[src/rtl/ram_arbiter.sv]
// ram_arbiter: shares one single-port synchronous block RAM between two
// requesters. At most one access is granted per cycle, the RAM command pins
// are driven straight from the winning port, and read data is handed back
// to whichever port issued the read.
module ram_arbiter #(
  parameter int AW         = 10,
  parameter int DW         = 16,
  parameter int FIXED_PRIO = 0,
  parameter int MAX_WAIT   = 4
) (
  input  logic          clk,
  input  logic          rst_n,
  input  logic          req0,
  input  logic          req1,
  input  logic          we0,
  input  logic          we1,
  input  logic [AW-1:0] addr0,
  input  logic [AW-1:0] addr1,
  input  logic [DW-1:0] wdata0,
  input  logic [DW-1:0] wdata1,
  output logic          gnt0,
  output logic          gnt1,
  output logic          rvalid0,
  output logic          rvalid1,
  output logic [DW-1:0] rdata0,
  output logic [DW-1:0] rdata1,
  output logic          ram_ce,
  output logic          ram_wre,
  output logic [AW-1:0] ram_ad,
  output logic [DW-1:0] ram_din,
  input  logic [DW-1:0] ram_dout
);

  localparam logic [3:0] WAIT_LIMIT = 4'(MAX_WAIT);

  // Port that won the most recent grant (0 or 1)
  logic       last_gnt;
  // Cycles port 1 has been kept waiting, saturating at 15
  logic [3:0] wait_cnt;
  // A read was presented to the RAM last cycle, and which port issued it
  logic       rd_pend;
  logic       rd_tag;
  // Tie-break decision: 1 when port 1 should win a simultaneous request
  logic       pick1;

  // Tie-break: round-robin alternates away from the last winner; fixed mode
  // favours port 0 until port 1 has waited long enough
  always_comb begin
    pick1 = 1'b0;
    if (FIXED_PRIO != 0) begin
      pick1 = (wait_cnt >= WAIT_LIMIT);
    end else begin
      pick1 = ~last_gnt;
    end
  end

  // Grant generation: a lone requester always wins, ties use pick1
  always_comb begin
    gnt0 = 1'b0;
    gnt1 = 1'b0;
    if (req0 && req1) begin
      gnt0 = ~pick1;
      gnt1 = pick1;
    end else begin
      gnt0 = req0;
      gnt1 = req1;
    end
  end

  // RAM command mux: pass the winning port through, idle to zero otherwise
  always_comb begin
    ram_ce  = gnt0 | gnt1;
    ram_wre = 1'b0;
    ram_ad  = '0;
    ram_din = '0;
    if (gnt0) begin
      ram_wre = we0;
      ram_ad  = addr0;
      ram_din = wdata0;
    end else if (gnt1) begin
      ram_wre = we1;
      ram_ad  = addr1;
      ram_din = wdata1;
    end
  end

  // Arbitration history: last winner and port-1 starvation counter
  always_ff @(posedge clk or negedge rst_n) begin
    if (!rst_n) begin
      last_gnt <= 1'b1;
      wait_cnt <= 4'd0;
    end else begin
      if (gnt0 || gnt1) begin
        last_gnt <= gnt1;
      end
      if (gnt1 || !req1) begin
        wait_cnt <= 4'd0;
      end else if (wait_cnt != 4'hF) begin
        wait_cnt <= wait_cnt + 4'd1;
      end
    end
  end

  // Read pipeline: remember a read issued this cycle so its data, which the
  // RAM returns one cycle later, can be tagged to the right port; reset
  // discards any read in flight
  always_ff @(posedge clk or negedge rst_n) begin
    if (!rst_n) begin
      rd_pend <= 1'b0;
      rd_tag  <= 1'b0;
    end else begin
      rd_pend <= ram_ce & ~ram_wre;
      if (ram_ce && !ram_wre) begin
        rd_tag <= gnt1;
      end
    end
  end

  assign rvalid0 = rd_pend & ~rd_tag;
  assign rvalid1 = rd_pend & rd_tag;
  assign rdata0  = ram_dout;
  assign rdata1  = ram_dout;

endmodule
[config.mk]
export PLATFORM = sky130hd
export DESIGN_NAME = ram_arbiter
export DESIGN_NICKNAME = d
export VERILOG_FILES = /design/src/rtl/ram_arbiter.sv
export SDC_FILE = /design/constraint.sdc
export NUM_CORES = 1
export LEC_CHECK = 0
export CAP_MARGIN = 20
export CORE_UTILIZATION = 19
export CTS_CLUSTER_DIAMETER = 100
export CTS_CLUSTER_SIZE = 8
export DETAILED_ROUTE_END_ITERATION = 6
export PLACE_DENSITY = 0.8
export SETUP_SLACK_MARGIN = 0.1
export SLEW_MARGIN = 20
export SYNTH_ARGS = -nofsm -noshare
export SYNTH_HDL_FRONTEND = slang
export SYNTH_SLANG_ARGS = --single-unit
[constraint.sdc]
create_clock -name clk -period 1.75 [get_ports clk]
set_clock_uncertainty 0.1 [all_clocks]
set_input_delay 0.35 -clock clk [delete_from_list [all_inputs] [get_ports clk]]
set_output_delay 0.35 -clock clk [all_outputs]
set_load 0.05 [all_outputs]
==> results of run 1 <==
[repair_timing]
action | CTS | global route
resized for setup | 16 | 6
pin swaps | 8 | 3
setup endpoints to repair | 30 | 29
gates cloned | 2 | 1
[worst reg2reg max path, cell delays in order (launching register included)]
cell	delay (ns)
dfstp_2	0.57
nand2b_4	0.16
nand2_8	0.12
o22ai_1	0.17
[cells by family (layout without fill, tap and decap cells)]
kind of cell / Yosys count / in the layout / share of synthesized area [%]
buffers and inverters: 39 / 107 / 43.0
DFF: 3 / 3 / 10.8
and+or+nand+nor: 9 / 9 / 7.46
AOI/OAI and AO/OA: 32 / 32 / 38.7
[state kept, by name, indices dropped and copies added (netlist names)]
register	flops
rd_pend	1
last_gnt	1
rd_tag	1
[per-layer routing]
metal  track usage, %  part of all wire (%)  vias to the layer above
li1                 -                     -                      415
met1             15.4                    30                      386
met2             32.9                    57                       65
met3             4.93                    10                       13
met4             7.27                   2.1                        0
met5                0                     0                        -
[power breakdown]
group / total, mW / switching, mW / internal (mW) / leakage [nW]
logic: 1.01 / 0.475 / 0.539 / 0.830
clock network: 0.206 / 0.0501 / 0.156 / 0.0228
registers: 0.0921 / 0.0104 / 0.0817 / 0.0356
[worst max-delay path by stage]
| stage | endpoint | slack (ns) |
|---|---|---|
| final | ram_ad[4] | -0.18 |
| after detailed placement | ram_ad[0] | -0.40 |
| after global routing | ram_din[3] | -0.23 |
| after global placement | ram_ad[0] | -0.36 |
| after floorplan | ram_din[0] | 0.06 |
| after CTS | ram_ad[9] | -0.19 |
[layout make-up]
| cell class | count | area (sq um) | area share [%] |
|---|---|---|---|
| tap | 46 | 57.6 | 2.77 |
| clock buffer | 4 | 45.0 | 2.17 |
| timing repair inverter | 3 | 48.8 | 2.35 |
| timing repair buffer | 98 | 1300 | 62.7 |
| multi-input combinational | 41 | 526 | 25.3 |
| inverter | 2 | 20.0 | 0.965 |
| sequential | 3 | 76.3 | 3.68 |
[through the flow]
step	utilization [%]	hold WS, ns	instance area (sq um)	setup TNS [ns]
floorplan	-	-0.0456	860	0
global placement	55.6	0.440	1910	-9.21
detailed placement	55.6	0.450	1910	-10.13
CTS	59.1	0.224	2030	-4.46
global route	60.3	0.231	2070	-5.68
finish	60.3	0.218	2070	-4.27
[cells in the final DEF, fill, tap and decap left out, types with 2 or more instances in the layout]
| master | instances |
|---|---|
| buf_4 | 5 |
| clkbuf_8 | 3 |
| a22o_4 | 18 |
| a21oi_1 | 2 |
| dfrtp_1 | 2 |
| buf_12 | 33 |
| buf_6 | 3 |
| clkdlybuf4s50_1 | 55 |
| a22o_2 | 9 |
| nor2b_1 | 2 |
| clkinv_8 | 3 |
==> flow_metrics.env, run 1 <==
export IMPL_clkSinkCount=3
export IMPL_io_pins=138
export IMPL_cp_end_kind="output port"
export IMPL_crit_path_frequent_cell="buf_12"
export IMPL_port_buffers=89
export IMPL_worstPathArrival_ns=1.48
export IMPL_vias=879
export IMPL_synth_edf_count=0
export IMPL_grt_pass1_wl_um=5010
export IMPL_async_reset_ff_share_pct=100
export IMPL_cp_slowest_cell="dfstp_2"
export IMPL_status="finished, violations left"
export IMPL_rows=21
export IMPL_ys_types=19
export IMPL_dp_hpwl_um=2630
export IMPL_ys_ff_latch=3
export IMPL_dpl_cell_count=190
export IMPL_cp_buffers_inverters=2
export IMPL_gr_total_overflow=0
export IMPL_cp_max_fo=19
export IMPL_yosysMostFrequentCell="buf_4"
export IMPL_powerDensity_mw_per_mm2=632
export IMPL_crit_required_ns=1.30
export IMPL_totalWireLength_um=3380
export IMPL_fin_crit_sh_pct=110
export IMPL_crit_path_start="last_gnt"
export IMPL_crit_path_cell_trace="a21boi_4 > buf_12 > a22o_2 > buf_12"
export IMPL_setup_ws_ns=-0.182
export IMPL_synth_area_sq_um=704
export IMPL_cts_tree="built"
export IMPL_leakage_nw=0.888
export IMPL_insertion_delay_ns=0.22
export IMPL_violations="setup timing"
export IMPL_yosysSeqAreaShare_pct=10.8
export IMPL_fp_dieW_um=62.9
export IMPL_finalCriticalPeriod_ns=1.93
export IMPL_firstDrtPassIters=4
export IMPL_grtUsageTotal_pct=16.7
export IMPL_cts_reportedPaths_clkPinSlew_ns=0.03
export IMPL_fmax_ghz=0.518
export IMPL_critPathMaxStageDelay_ns=0.57
export IMPL_dieArea_sq_mm=0.00396
export IMPL_synth_top_cell_by_area="buf_4"
export IMPL_syn_area_per_cell_sq_um=8.49
export IMPL_yosys_area_top_type_share_pct=35.2
export IMPL_ys_top_cells_by_count="buf_4, a22o_1, buf_6"
export IMPL_synth_cells=83
export IMPL_root_buffer="clkbuf_8"
export IMPL_die_h_um=62.9
export IMPL_final_cells=197
export IMPL_max_vdd_ir_drop_mv=0.316
export IMPL_cts_inserted_buffers=3
export IMPL_cts_path_max_buffers=2
export IMPL_post_place_ws_ns=-0.398
export IMPL_syn_nets=157
export IMPL_startpoint_type="register"
export IMPL_num_antenna_cells=0
export IMPL_crit_family="flip-flops"
export IMPL_postCtsHoldBufs=0
export IMPL_fill_cells=272
export IMPL_initialDrtViolationCount=22
export IMPL_antenna_left=0
export IMPL_htree_num_levels=1
export IMPL_grt_max_degree=20
export IMPL_holdCritPathClass="in -> async"
export IMPL_r2r_worst_path_cells=3
export IMPL_slew_headroom_pct=85.7
export IMPL_path_depth=4
export IMPL_start_util_pct=20.5
export IMPL_r2r_slack_ns=0.55
export IMPL_nets=226
export IMPL_tightest_slew_ns=0.214
export IMPL_ys_warn_count=0
export IMPL_drc=0
export IMPL_yosys_top_cells_area="buf_4, a22o_1, dfrtp_1, buf_6, dfstp_2"
export IMPL_wl_per_cell_um=17.1
export IMPL_gp_congestion=0.738
export IMPL_grt_pass1_vias=945
export IMPL_criticalPathCategory="reg -> out"
export IMPL_finalPower_mw=1.31
export IMPL_area_growth_pct=194
export IMPL_drive_above_1_share_pct=53.0
export IMPL_cap_violations=0
export IMPL_timing_final_hold_violations=0
export IMPL_finalMaxSlewViolations=0
export IMPL_rsz0062_at_grt="true"
export IMPL_r2r_end="rd_pend"
export IMPL_antenna_found_initial=0
export IMPL_coreArea_sq_mm=0.00344
export IMPL_viasPerCell=4.46
export IMPL_setup_violations=28
export IMPL_post_cts_setup_buffers=0
export IMPL_regToRegStartpoint="last_gnt"
export IMPL_synth_flop_cell="dfrtp_1"
Power figures use the tool's default switching activity.
==> inputs of run 2 (changes only) <==
--- a/config.mk
+++ b/config.mk
@@ -11,6 +11,7 @@
 export CTS_CLUSTER_SIZE = 8
 export DETAILED_ROUTE_END_ITERATION = 6
 export PLACE_DENSITY = 0.8
+export RECOVER_POWER = 100
 export SETUP_SLACK_MARGIN = 0.1
 export SLEW_MARGIN = 20
 export SYNTH_ARGS = -nofsm -noshare
==> run 2 against run 1 <==
Against the previous run:
- register-to-register slack barely moved
- maximum frequency barely moved
- via count did not move
- total power barely moved
- sequential power barely moved
- the run still ends with setup timing left
- non-clock buffer count did not move
- largest power group unchanged
==> flow_metrics.env, run 2 (synthesis results as in run 1) <==
export IMPL_crit_required_ns=1.30
export IMPL_dp_hpwl_um=2630
export IMPL_cts_path_max_buffers=2
export IMPL_worstPathArrival_ns=1.48
export IMPL_switching_share_pct=40.8
export IMPL_cell_internal_pwr_mw=0.776
export IMPL_grtUsageTotal_pct=16.7
export IMPL_leakage_nw=0.888
export IMPL_cp_end_kind="output port"
export IMPL_final_common_cell="clkdlybuf4s50_1"
export IMPL_rows=21
export IMPL_holdCritPathClass="in -> async"
export IMPL_wl_per_cell_um=17.1
export IMPL_fill_cells=272
export IMPL_vias=879
export IMPL_htree_num_levels=1
export IMPL_gr_total_overflow=0
export IMPL_start_util_pct=20.5
export IMPL_insertion_delay_ns=0.22
export IMPL_fin_crit_sh_pct=110
export IMPL_cts_reportedPaths_clkPinSlew_ns=0.03
export IMPL_rsz0062_at_grt="true"
export IMPL_antenna_left=0
export IMPL_port_buffers=89
export IMPL_antenna_found_initial=0
export IMPL_grt_pass1_vias=945
export IMPL_p_comb_share_pct=77.3
export IMPL_power_share_sequential_pct=7.0
export IMPL_top_regs="last_gnt: 1 flops, rd_pend: 1 flops, rd_tag: 1 flops"
export IMPL_die_h_um=62.9
export IMPL_max_vdd_ir_drop_mv=0.316
export IMPL_switchingPower_mw=0.536
export IMPL_num_antenna_cells=0
export IMPL_postCtsHoldBufs=0
export IMPL_violations="setup timing"
export IMPL_tns_ns=-4.27
export IMPL_post_place_ws_ns=-0.398
export IMPL_pwr_share_clk_pct=15.7
export IMPL_firstDrtPassIters=4
export IMPL_nets=226
export IMPL_r2r_worst_path_cells=3
export IMPL_tightest_slew_ns=0.214
export IMPL_area_growth_pct=194
export IMPL_initialDrtViolationCount=22
export IMPL_slew_headroom_pct=85.7
export IMPL_cap_violations=0
export IMPL_criticalPathCategory="reg -> out"
export IMPL_clkSinkCount=3
export IMPL_dieArea_sq_mm=0.00396
export IMPL_status="finished, violations left"
export IMPL_gp_congestion=0.738
export IMPL_setup_ws_ns=-0.182
export IMPL_final_cell_mix="clkdlybuf4s50_1, buf_12, a22o_4"
export IMPL_final_util_pct=60.3
export IMPL_viasPerCell=4.46
export IMPL_post_cts_setup_buffers=0
export IMPL_finalCriticalPeriod_ns=1.93
export IMPL_grt_pass1_wl_um=5010
export IMPL_regToRegStartpoint="last_gnt"
export IMPL_powerDensity_mw_per_mm2=632
export IMPL_drive_above_1_share_pct=53.0
export IMPL_startpoint_type="register"
export IMPL_cp_max_fo=19
export IMPL_coreArea_sq_mm=0.00344
export IMPL_cts_tree="built"
export IMPL_cts_inserted_buffers=3
export IMPL_setup_violations=28
export IMPL_root_buffer="clkbuf_8"
export IMPL_r2r_slack_ns=0.55
export IMPL_drc=0
export IMPL_timing_final_hold_violations=0
export IMPL_fp_dieW_um=62.9
export IMPL_grt_max_degree=20
export IMPL_finalMaxSlewViolations=0
export IMPL_totalWireLength_um=3380
export IMPL_fmax_ghz=0.518
export IMPL_r2r_end="rd_pend"
export IMPL_io_pins=138
==> run 2: cell types whose count changed in the layout (fill, tap and decap cells not counted), sizes merged <==
cell,delta
clkdlybuf4s50,-1
dlygate4sd3,+1
==> run 2: critical path, stage by stage (launching register included) <==
cell	delay, ns
dfstp_2	0.57
a21boi_4	0.09
buf_12	0.17
a22o_2	0.29
buf_12	0.15
==> run 2: worst max path at each step <==
stage	startpoint	endpoint	slack (ns)	cells after the start
CTS	last_gnt	ram_ad[9]	-0.19	4
global placement	req0	ram_ad[0]	-0.36	6
global route	last_gnt	ram_din[3]	-0.23	4
detailed placement	req0	ram_ad[0]	-0.40	6
finish	last_gnt	ram_ad[4]	-0.18	4
floorplan	last_gnt	ram_din[0]	0.06	5
==> run 2: cell type report <==
type                       count  area, sq um  area share (%)
inverter                       2         20.0           0.965
tap                           46         57.6            2.77
timing repair buffer          98         1300            62.7
sequential                     3         76.3            3.68
clock buffer                   4         45.0            2.17
timing repair inverter         3         48.8            2.35
multi-input combinational     41          526            25.3
==> run 2: power by group through the flow <==
stage / clock [mW] / combinational (mW) / sequential (mW)
floorplan: 0 / 0.661 / 0.0898
global placement: 0 / 0.960 / 0.0910
detailed placement: 0 / 0.974 / 0.0927
CTS: 0.208 / 1.01 / 0.0920
global route: 0.217 / 1.05 / 0.0942
finish: 0.206 / 1.01 / 0.0921
==> run 2: timing repair <==
action	4_1_cts	5_1_grt
setup endpoints to repair	30	29
pin swaps	8	3
gates resized for setup	16	6
gates cloned	2	1
==> run 2: per-stage QoR <==
step	area, sq um	cells	total power, mW	hold slack [ns]
final	2070	197	1.31	0.288
after global routing	2070	197	1.36	0.300
after CTS	2030	196	1.31	0.224
after detailed placement	1910	190	1.07	0.450
after global placement	1910	190	1.05	0.440
after floorplan	860	83	0.751	-0.0456
==> run 2: routing by layer <==
layer	global-route usage (%)	up-vias	wire length, um
met1	15.4	386	1030
met2	32.9	65	1930
met5	0	-	0
li1	-	415	-
met3	4.93	13	347
met4	7.27	0	70
